==> config.mk <==
export PLATFORM = sky130hd
export DESIGN_NAME = uop_sequencer
export DESIGN_NICKNAME = d
export VERILOG_FILES = /design/src/rtl/core_pkg.sv /design/src/rtl/uop_ram.sv /design/src/rtl/uop_sequencer.sv
export SDC_FILE = /design/constraint.sdc
export NUM_CORES = 1
export LEC_CHECK = 0
export ABC_AREA = 1
export CORE_ASPECT_RATIO = 1.25
export CORE_MARGIN = 8
export CORE_UTILIZATION = 40
export CTS_CLUSTER_DIAMETER = 150
export DETAILED_ROUTE_END_ITERATION = 10
export GPL_TIMING_DRIVEN = 0
export HOLD_SLACK_MARGIN = 0.15
export PLACE_DENSITY = 0.57
export SLEW_MARGIN = 30
export SYNTH_ARGS = -nofsm -noshare
export SYNTH_HDL_FRONTEND = slang
export SYNTH_SLANG_ARGS = --single-unit
==> constraint.sdc <==
create_clock -name clk -period 4.2 [get_ports clk]
set_input_delay 0.63 -clock clk [delete_from_list [all_inputs] [get_ports clk]]
set_output_delay 0.63 -clock clk [all_outputs]
set_load 0.02 [all_outputs]
==> src/rtl/core_pkg.sv <==
// Shared core definitions: uop width, last-flag position and uop field layout.
// Field positions are informational; the sequencer treats uops as opaque.
package core_pkg;

  localparam int UOP_W        = 20;
  localparam int UOP_LAST_BIT = UOP_W;

  // Field bit positions within a uop, used only for decoding in benches.
  localparam int UOP_ALU_FN_HI   = 19;
  localparam int UOP_ALU_FN_LO   = 16;
  localparam int UOP_USE_CARRY   = 15;
  localparam int UOP_LD          = 14;
  localparam int UOP_WR          = 13;
  localparam int UOP_WR_FLAGS    = 12;
  localparam int UOP_DEST_HI     = 11;
  localparam int UOP_DEST_LO     = 8;
  localparam int UOP_WB_ADDR     = 7;
  localparam int UOP_SEL_K       = 6;
  localparam int UOP_B_HI        = 5;
  localparam int UOP_B_LO        = 3;
  localparam int UOP_A_HI        = 2;
  localparam int UOP_A_LO        = 0;

  // Number of entries a bundle occupies (1..3); a count of 3 saturates to 3 entries.
  function automatic logic [1:0] push_len(input logic [1:0] uop_count);
    logic [1:0] n;
    case (uop_count)
      2'd0:    n = 2'd1;
      2'd1:    n = 2'd2;
      default: n = 2'd3;
    endcase
    return n;
  endfunction

endpackage

==> src/rtl/uop_ram.sv <==
// Uop storage: up to three consecutive writes per cycle starting at base,
// indices wrap naturally at DEPTH; one asynchronous read port.
module uop_ram #(
  parameter int DEPTH = 8,
  parameter int W     = 21,
  localparam int AW   = $clog2(DEPTH)
) (
  input  logic          clk,
  input  logic          we,
  input  logic [AW-1:0] base,
  input  logic [1:0]    n,
  input  logic [W-1:0]  wdata_0,
  input  logic [W-1:0]  wdata_1,
  input  logic [W-1:0]  wdata_2,
  input  logic [AW-1:0] raddr,
  output logic [W-1:0]  rdata
);

  logic [W-1:0] mem [DEPTH];

  always_ff @(posedge clk) begin
    if (we) mem[base] <= wdata_0;
    if (we && n >= 2'd2) mem[base + AW'(1)] <= wdata_1;
    if (we && n == 2'd3) mem[base + AW'(2)] <= wdata_2;
  end

  assign rdata = mem[raddr];

endmodule

==> src/rtl/uop_sequencer.sv <==
// Micro-op issue queue: accepts whole decoder bundles, issues one uop per cycle
// in execution order and tags the final uop of each instruction.
module uop_sequencer
  import core_pkg::push_len;
#(
  parameter int DEPTH = 8,
  parameter int UOP_W = core_pkg::UOP_W
) (
  input  logic                     clk,
  input  logic                     a_rst,
  input  logic                     hold,
  input  logic                     flush,
  output logic                     feed_req,
  input  logic                     feed_ack,
  input  logic [UOP_W-1:0]         uop_0,
  input  logic [UOP_W-1:0]         uop_1,
  input  logic [UOP_W-1:0]         uop_2,
  input  logic [1:0]               uop_count,
  input  logic                     exec_ready,
  output logic [UOP_W-1:0]         uop,
  output logic                     uop_valid,
  output logic                     uop_last,
  output logic [$clog2(DEPTH):0]   level
);

  localparam int AW = $clog2(DEPTH);
  localparam int CW = AW + 1;
  localparam logic [CW-1:0] FILL_MAX = CW'(DEPTH - 3);

  logic [AW-1:0] wr_ptr, rd_ptr;
  logic [CW-1:0] count;
  logic [1:0]    push_n;
  logic          push, pop;
  logic [UOP_W:0] ent_0, ent_1, ent_2, head;

  assign push_n    = push_len(uop_count);
  assign feed_req  = ~hold & (count <= FILL_MAX);
  assign push      = feed_ack & feed_req & ~flush;
  assign uop_valid = (count != '0);
  assign pop       = uop_valid & exec_ready & ~hold;

  // Entries in execution order; the last flag rides on uop_0 only.
  always_comb begin
    ent_0 = {1'b1, uop_0};
    ent_1 = '0;
    ent_2 = '0;
    case (push_n)
      2'd2: begin
        ent_0 = {1'b0, uop_1};
        ent_1 = {1'b1, uop_0};
      end
      2'd3: begin
        ent_0 = {1'b0, uop_2};
        ent_1 = {1'b0, uop_1};
        ent_2 = {1'b1, uop_0};
      end
      default: ;
    endcase
  end

  uop_ram #(.DEPTH(DEPTH), .W(UOP_W + 1)) u_ram (
    .clk     (clk),
    .we      (push),
    .base    (wr_ptr),
    .n       (push_n),
    .wdata_0 (ent_0),
    .wdata_1 (ent_1),
    .wdata_2 (ent_2),
    .raddr   (rd_ptr),
    .rdata   (head)
  );

  always_ff @(posedge clk or negedge a_rst) begin
    if (!a_rst) begin
      wr_ptr <= '0;
      rd_ptr <= '0;
      count  <= '0;
    end else if (flush) begin
      count  <= '0;
      rd_ptr <= wr_ptr;
    end else begin
      if (push) wr_ptr <= wr_ptr + AW'(push_n);
      if (pop)  rd_ptr <= rd_ptr + AW'(1);
      count <= count + (push ? CW'(push_n) : CW'(0)) - (pop ? CW'(1) : CW'(0));
    end
  end

  assign uop      = uop_valid ? head[UOP_W-1:0] : '0;
  assign uop_last = uop_valid & head[UOP_W];
  assign level    = count;

endmodule

Word level (Yosys, flattened, before mapping). Memory sizes are Yosys's and may differ from the RTL's. Cells that the tools add are included.

Word-level logic and storage cells: 45. Bits in writable memories: 168. Memories: 1. Bits in read-only memories: 0. Register bits: 10. Input bits: 68. Latch bits: 0.

Order comparisons: 2. Reduce and logical (&&, ||, !) cells: 6. Shift-type cells: 0. Mux-type cells: 16. $add $sub $neg: 6. Eq/ne operators: 3. Multipliers: 0. Bitwise operators: 8. Div/mod/pow operators: 0.

Memories: u_ram.mem (depth 8, bits a word 21, rd ports 1, clocked after Yosys merged registers in 0, wr ports 3, line uop_ram.sv:19) `logic [W-1:0] mem [DEPTH];`.

Operator list (count): 21-bit case mux with 2 select lines (2); 21-bit two-way mux (1); 20-bit two-way mux (1); 1-bit two-way mux (7); 3-bit by 1-bit adder with 3-bit output, second input constant (2); 1-bit AND (6); 3-bit two-way mux (2); 4-bit by 2-bit adder with 4-bit output (1); 2-bit == test, second input constant (2); 4-bit by 3-bit <= comparator with 1-bit output, second input constant (1); 4-bit two-way mux (1); 2-bit case mux with 2 select lines (1); 4-bit nonzero test (1); 4-bit by 1-bit subtractor with 4-bit output (1); 3-bit by 2-bit adder with 3-bit output (1); 3-bit by 2-bit adder with 3-bit output, second input constant (1); 2-bit by 1-bit == test with 1-bit output, second input constant (1); 2-bit greater-or-equal comparator, second input constant (1); 1-bit logical AND (2); 2-bit logical NOT (1); 2-bit two-way mux (1); 1-bit inverter (2); 2-bit AND reduction (1); 2-bit nonzero test (1).

Logic depth before layout (Yosys ltp). Gate-level depths: netlist of run 1.

Word-level depth: 8. Gate-level depth with buffers: 15. Gate-level depth less buffers: 14.

Cells and area by module. From an unflattened synthesis of run 1, not the netlist that was laid out.

Cell total of the unflattened synthesis: 1896. Area, all modules: 13171.4 um^2.

By module, submodules not included: uop_ram (sequential area each 5044.8 um^2, area each 11536.1 um^2, times used 1, cells an instance 1594); uop_sequencer (sequential area each 250.2 um^2, area each 1635.3 um^2, times used 1, cells an instance 302).

Worst setup path after synthesis of run 1. Ideal clock, no wire load.

Path kind: reg2reg. Start point: register count[3] (netlist: level[3]). End point: memory u_ram.mem[4][0], enable pin. Cell stages (with the launch flop): 7. Path slack: 1.211 ns. Buffers on the path: 1. Arrival time: 2.584 ns. Cells stage by stage: dfrtp_1 > inv_1 > ha_1 > a21oi_4 > nand4_1 > clkbuf_1 > o211ai_1.

RTL lines: start, declared (line uop_sequencer.sv:31) `logic [CW-1:0] count;`; start signal, assigned (line uop_sequencer.sv:84) `count <= count + (push ? CW'(push_n) : CW'(0)) - (pop ? CW'(1) : CW'(0));`; end, declared (line uop_ram.sv:19).

Worst setup path in the final report of run 1.
Start point: register rd_ptr[1]. End point: output uop_last.

Longest elaborated chain between the ends: 2.

Ends and longest elaborated chain: start, declared (line uop_sequencer.sv:30) `logic [AW-1:0] wr_ptr, rd_ptr;`; start signal, assigned (line uop_sequencer.sv:80) `rd_ptr <= wr_ptr;`; start signal, assigned (line uop_sequencer.sv:83) `if (pop) rd_ptr <= rd_ptr + AW'(1);`; memory read 8 x 21 bit; 1-bit AND (line uop_sequencer.sv:89) `assign uop_last = uop_valid & head[UOP_W];`; end, declared (line uop_sequencer.sv:22) `output logic uop_last,`.

No other way between the ends.

==> results.txt, run 1 <==
Initial DRC Count: 1611
Power Density: 560 nW/um^2
worst r2r src: level[3]
Initial Util: 0.404
die area: 37900 sq um
syn_area_per_cell: 7.25 sq um
Total GRT Usage: 0.272
die width: 176 um
flops & latches, synth: 178
min-delay src: flush
Critical Path Source: rd_ptr[1]
Post-Syn Nets: 1842
FMAX: 0.249 GHz
# port buffers: 73
crit path launch type: flop
initial antenna violation count: 1
Pins Over Slew Limit: 0
CTS resizes: 1
RSZ-0062 raised after global routing: no
Area growth syn-to-layout: 14.9%
Overflow after GRT: 0
total I/O pin count: 95
Reg2Reg Depth: 8
postcts setup bufs: 0
nets: 1936
Hold Slack: 0.486 ns
setup skew after layout: 0.0196 ns
WP data arrival: 3.38 ns
Hold Path Depth: 2
Pint: 0.00436 W
Filler Cells Inserted: 3346
worst vdd rail ir drop: 325 uV
Min-Delay Endpoint: level[0]
vias in the first global route: 13100
Reg clk slew, reported paths: 0.08 ns
Hold Violations, Final: 0
Inserted Clock Buffers: 17
die height: 216 um
critical setup path kind: reg2out
Routed Antenna Nets: 0
Critical Path RT: 3.57 ns
Max FO, Critical Path: 10
Design Area, Final: 14700 sq um
Synth Instances: 1762
first-pass GRT wire length: 78700 um
drt total wl: 52400 um
max_cap viols: 0
n_diodes: 0
Sequential Power Share: 0.275
Fin Setup TNS: 0 ns
Final Util: 0.465
Clock Latency Late Sink: 0.46 ns
Comb pwr share: 0.509
Vias/cell: 5.75
status: complete, no violations
crit share post-route: 0.955
clk sinks: 178
mapped cell area: 12800 sq um
clock power share: 0.216
Slew Limit Headroom: 0.368
drt pass-1 iters: 6
PnR Total Power: 0.00822 W
Netlist cell types: 32
CTS tree: yes
Switching Power: 0.00386 W
leakage: 5.81 nW
Yosys Warn Count: 0
clk buf depth: 2
register-to-register setup slack: 0.80 ns
DRC: 0
row count: 73
Hold Crit Class: in2reg
measured slew at the worst slew-check pin: 0.945 ns
Area after DPL: 14100 sq um
min Tclk post-route: 4.01 ns
Crit. End Element: output port
FF-to-FF End: u_ram.mem[4][2]
Vias: 13100
Post-CTS Hold Fix Bufs: 0
share of layout cells above drive strength 1: 0.0888
Core Area: 31600 sq um
gpl congestion: 0.973
average routed wire per standard cell: 23.0 um
CTS root buf: clkbuf_16
Max H-tree Level: 4
switching portion of total power: 0.469
hpwl dp: 41200 um
pin count of the biggest net entering global routing: 22
endpoints failing setup: 0
post-synthesis sequential area ratio: 0.414
-- power by group through the flow --
stage	sequential (W)	combinational [W]	clock, W
6_report	0.00226	0.00418	0.00178
5_1_grt	0.00227	0.00449	0.00183
4_1_cts	0.00225	0.00413	0.00178
3_5_place_dp	0.00229	0.00412	0
3_3_place_gp	0.00229	0.00408	0
2_1_floorplan	0.00228	0.00240	0
-- worst max path at each step --
stage,to,slack (ns),cells past startpoint
finish,uop_last,0.19,7
global route,uop[13],0.06,9
CTS,uop[9],0.24,7
detailed placement,uop_last,0.35,8
global placement,u_ram.mem[4][7],-0.41,5
floorplan,u_ram.mem[4][0],1.21,6
-- state kept, by name, summed over array words and instances, names as in the netlist --
register and flops:
rd_ptr 3, wr_ptr 3, level 4, u_ram.mem 168
-- cell usage after synthesis --
cell,number,area [sq um]
a21o_1,1,7.51
a21oi_1,12,60.1
a21oi_4,1,16.3
a22oi_1,1,7.51
buf_1,6,22.5
buf_2,67,335
buf_4,16,120
buf_6,5,56.3
clkbuf_1,70,263
dfrtp_1,10,250
edfxtp_1,168,5040
fa_1,2,40.0
ha_1,10,125
inv_1,73,274
inv_2,16,60.1
nand2_1,426,1600
nand2_2,1,6.26
nand3_1,337,1690
nand3_2,7,70.1
nand3_4,1,17.5
nand4_1,7,43.8
nor2_1,190,713
nor2_2,5,31.3
nor2_4,3,33.8
nor2_8,2,40.0
nor3_1,3,15.0
o211ai_1,22,165
o21ai_0,215,1080
o21bai_1,48,360
o22ai_1,35,219
or2_2,1,6.26
xor2_1,1,8.76
-- layout make-up --
cell class	count	area [sq um]	share of cell area
clock inverters	14	200	0.0136
flip-flops and latches	178	5300	0.361
inverters	89	334	0.0228
plain buffers	163	795	0.0541
well taps	412	515	0.0351
multi-input cells	1331	6370	0.434
repair buffers	76	746	0.0508
clock buffers	18	429	0.0292
-- kinds of logic after synthesis --
family          Yosys count  share of synthesized area
flops                   178                      0.414
simple gates            983                      0.334
xor+xnor                  1                   0.000686
compound gates          335                      0.150
fa+ha+maj                12                     0.0129
buf+inv                 253                     0.0885
-- metal layers --
metal | global-route usage | vias up | routed length [um] | share of wire
met5 | 0 | - | 0 | 0
met4 | 0.118 | 0 | 1980 | 0.038
met3 | 0.0438 | 135 | 4270 | 0.081
met2 | 0.460 | 736 | 25200 | 0.48
met1 | 0.338 | 6053 | 21000 | 0.40
li1 | - | 6201 | - | -
-- through the flow --
step | setup slack (ns) | instances
2_1_floorplan | 1.21 | 1762
3_3_place_gp | -0.411 | 2247
3_5_place_dp | 0.349 | 2250
4_1_cts | 0.244 | 2281
5_1_grt | 0.0564 | 2281
6_report | 0.190 | 2281
-- placed cells by master, fill, tap and decap left out, types with 9 or more instances in the layout --
| cell type | Yosys | final |
|---|---|---|
| ha_1 | 10 | 10 |
| o21bai_1 | 48 | 48 |
| o211ai_1 | 22 | 22 |
| nand3_1 | 337 | 335 |
| inv_2 | 16 | 16 |
| inv_1 | 73 | 73 |
| dfrtp_1 | 10 | 10 |
| nand3_2 | 7 | 9 |
| a21oi_1 | 12 | 12 |
| o21ai_0 | 215 | 215 |
| buf_2 | 67 | 70 |
| clkdlybuf4s50_1 | 0 | 73 |
| nand2_1 | 426 | 422 |
| nor2_1 | 190 | 190 |
| clkbuf_1 | 70 | 69 |
| clkbuf_16 | 0 | 17 |
| buf_4 | 16 | 16 |
| edfxtp_1 | 168 | 168 |
| o22ai_1 | 35 | 35 |
-- worst max-delay path: stages (launching register included) --
cell	delay (ns)
dfrtp_1	0.39
clkbuf_1	0.60
buf_1	0.53
o21ai_0	0.19
o22ai_1	0.25
nor2_1	0.06
nor2_1	0.24
clkdlybuf4s50_1	0.65
(Power assumes the default switching activity.)
==> run 2: changes to the inputs <==
CAP_MARGIN = 15   (was unset)
MAX_ROUTING_LAYER = met4   (was unset)
==> results.txt, run 2 (synthesized netlist as in run 1, its figures left out) <==
crit share post-route: 0.963
register area: 5300 sq um
Vias/cell: 5.86
hpwl dp: 41300 um
Hold Slack: 0.491 ns
commonest cells after routing, fill and taps aside: nand2_1 (421), nand3_1 (335), o21ai_0 (215), nor2_1 (190), edfxtp_1 (168)
Filler Cells Inserted: 3346
total I/O pin count: 95
Fin Setup TNS: 0 ns
Slew Limit Headroom: 0.446
placed cell count: 2250
Overflow after GRT: 0
pin count of the biggest net entering global routing: 22
Initial Util: 0.404
vias in the first global route: 12900
Critical Path RT: 3.57 ns
Max FO, Critical Path: 10
setup skew after layout: 0.0119 ns
WP data arrival: 3.41 ns
nets: 1936
final worst setup slack: 0.157 ns
worst r2r src: level[3]
Inserted Clock Buffers: 17
Vias: 13400
die area: 37900 sq um
Crit. End Element: output port
clk sinks: 178
min Tclk post-route: 4.04 ns
drt total wl: 54800 um
pre-CTS setup slack: 0.237 ns
crit path launch type: flop
Clock Latency Late Sink: 0.46 ns
die width: 176 um
drt pass-1 iters: 8
gpl congestion: 0.962
status: complete, no violations
initial antenna violation count: 0
Reg clk slew, reported paths: 0.07 ns
critical setup path kind: reg2out
max_cap viols: 0
Critical Path Source: rd_ptr[1]
Initial DRC Count: 1559
clk buf depth: 2
# port buffers: 73
Routed Antenna Nets: 0
most common cell after layout, fill and taps aside: nand2_1
average routed wire per standard cell: 24.0 um
RSZ-0062 raised after global routing: no
max FFs per register: 168
Top reg by flops: u_ram.mem
Hold Crit Class: in2reg
share of layout cells above drive strength 1: 0.0872
multi-input logic area: 6370 sq um
worst vdd rail ir drop: 310 uV
n_diodes: 0
DRC: 0
endpoints failing setup: 0
Max H-tree Level: 4
CTS root buf: clkbuf_16
Area growth syn-to-layout: 15.2%
fin cells: 2281
first-pass GRT wire length: 81100 um
Hold Violations, Final: 0
Power Density: 570 nW/um^2
measured slew at the worst slew-check pin: 0.831 ns
CTS tree: yes
Post-CTS Hold Fix Bufs: 0
die height: 216 um
Pins Over Slew Limit: 0
FMAX: 0.247 GHz
leakage: 5.81 nW
Total GRT Usage: 0.293
Core Area: 31600 sq um
row count: 73
min-delay src: flush
==> run 2: cell count changes in the layout (fill, tap and decap cells not counted) <==
cell	before	now
buf_4	16	17
nand2_2	5	6
clkinv_2	2	1
clkbuf_1	69	72
inv_6	4	0
inv_8	1	0
bufinv_16	4	6
nand2_1	422	421
inv_1	73	72
clkinv_1	0	2
buf_2	70	69
==> run 2: timing repair <==
action	CTS	global route
endpoints found under the setup margin	11	5
setup buffers	0	0
gates resized for setup	1	1
==> run 2: cell type report <==
| type | instances | share of cell area |
|---|---|---|
| Clock inverter | 11 | 0.0142 |
| Tap cell | 412 | 0.0350 |
| Inverter | 89 | 0.0230 |
| Timing Repair Buffer | 76 | 0.0509 |
| Multi-Input combinational cell | 1331 | 0.433 |
| Buffer | 163 | 0.0540 |
| Sequential cell | 178 | 0.360 |
| Clock buffer | 21 | 0.0299 |
==> run 2: stage by stage <==
stage / power, W / util / area, sq um
after floorplan: 0.00468 / - / 12800
after global placement: 0.00644 / 0.444 / 14000
after global routing: 0.00872 / 0.466 / 14700
final: 0.00839 / 0.466 / 14700
after CTS: 0.00831 / 0.465 / 14700
after detailed placement: 0.00649 / 0.445 / 14100
==> run 2: metal layers <==
metal | track usage | share of wire
met5 | - | 0
met4 | 0.120 | 0.039
met3 | 0.0412 | 0.078
met2 | 0.465 | 0.47
met1 | 0.371 | 0.41
==> run 2: path summary, 6_finish.rpt <==
| check | endpoint | slack, ns | depth (start not counted) |
|---|---|---|---|
| max in group asynchronous | level[0] | 3.31 | 1 |
| worst min register to register | wr_ptr[0] | 0.67 | 3 |
| worst max-delay path | uop[19] | 0.16 | 8 |
| min in group asynchronous | wr_ptr[1] | 0.52 | 1 |
| worst max register to register | u_ram.mem[4][7] | 0.85 | 8 |
| worst min-delay path | level[1] | 0.49 | 2 |
==> run 2: critical path, stage by stage, from the launching register on <==
cell and delay, ns:
dfrtp_1 0.41, clkbuf_1 0.35, inv_1 0.19, clkbuf_1 0.56
o21ai_0 0.29, o22ai_1 0.17, nor2_1 0.08, nor2_1 0.24
clkdlybuf4s50_1 0.65
==> run 2: power breakdown <==
group	leakage (nW)	internal, W	switching, W
Clock	0.310	0.00111	0.000744
Sequential	1.65	0.00217	0.0000935
Combinational	3.86	0.00118	0.00309
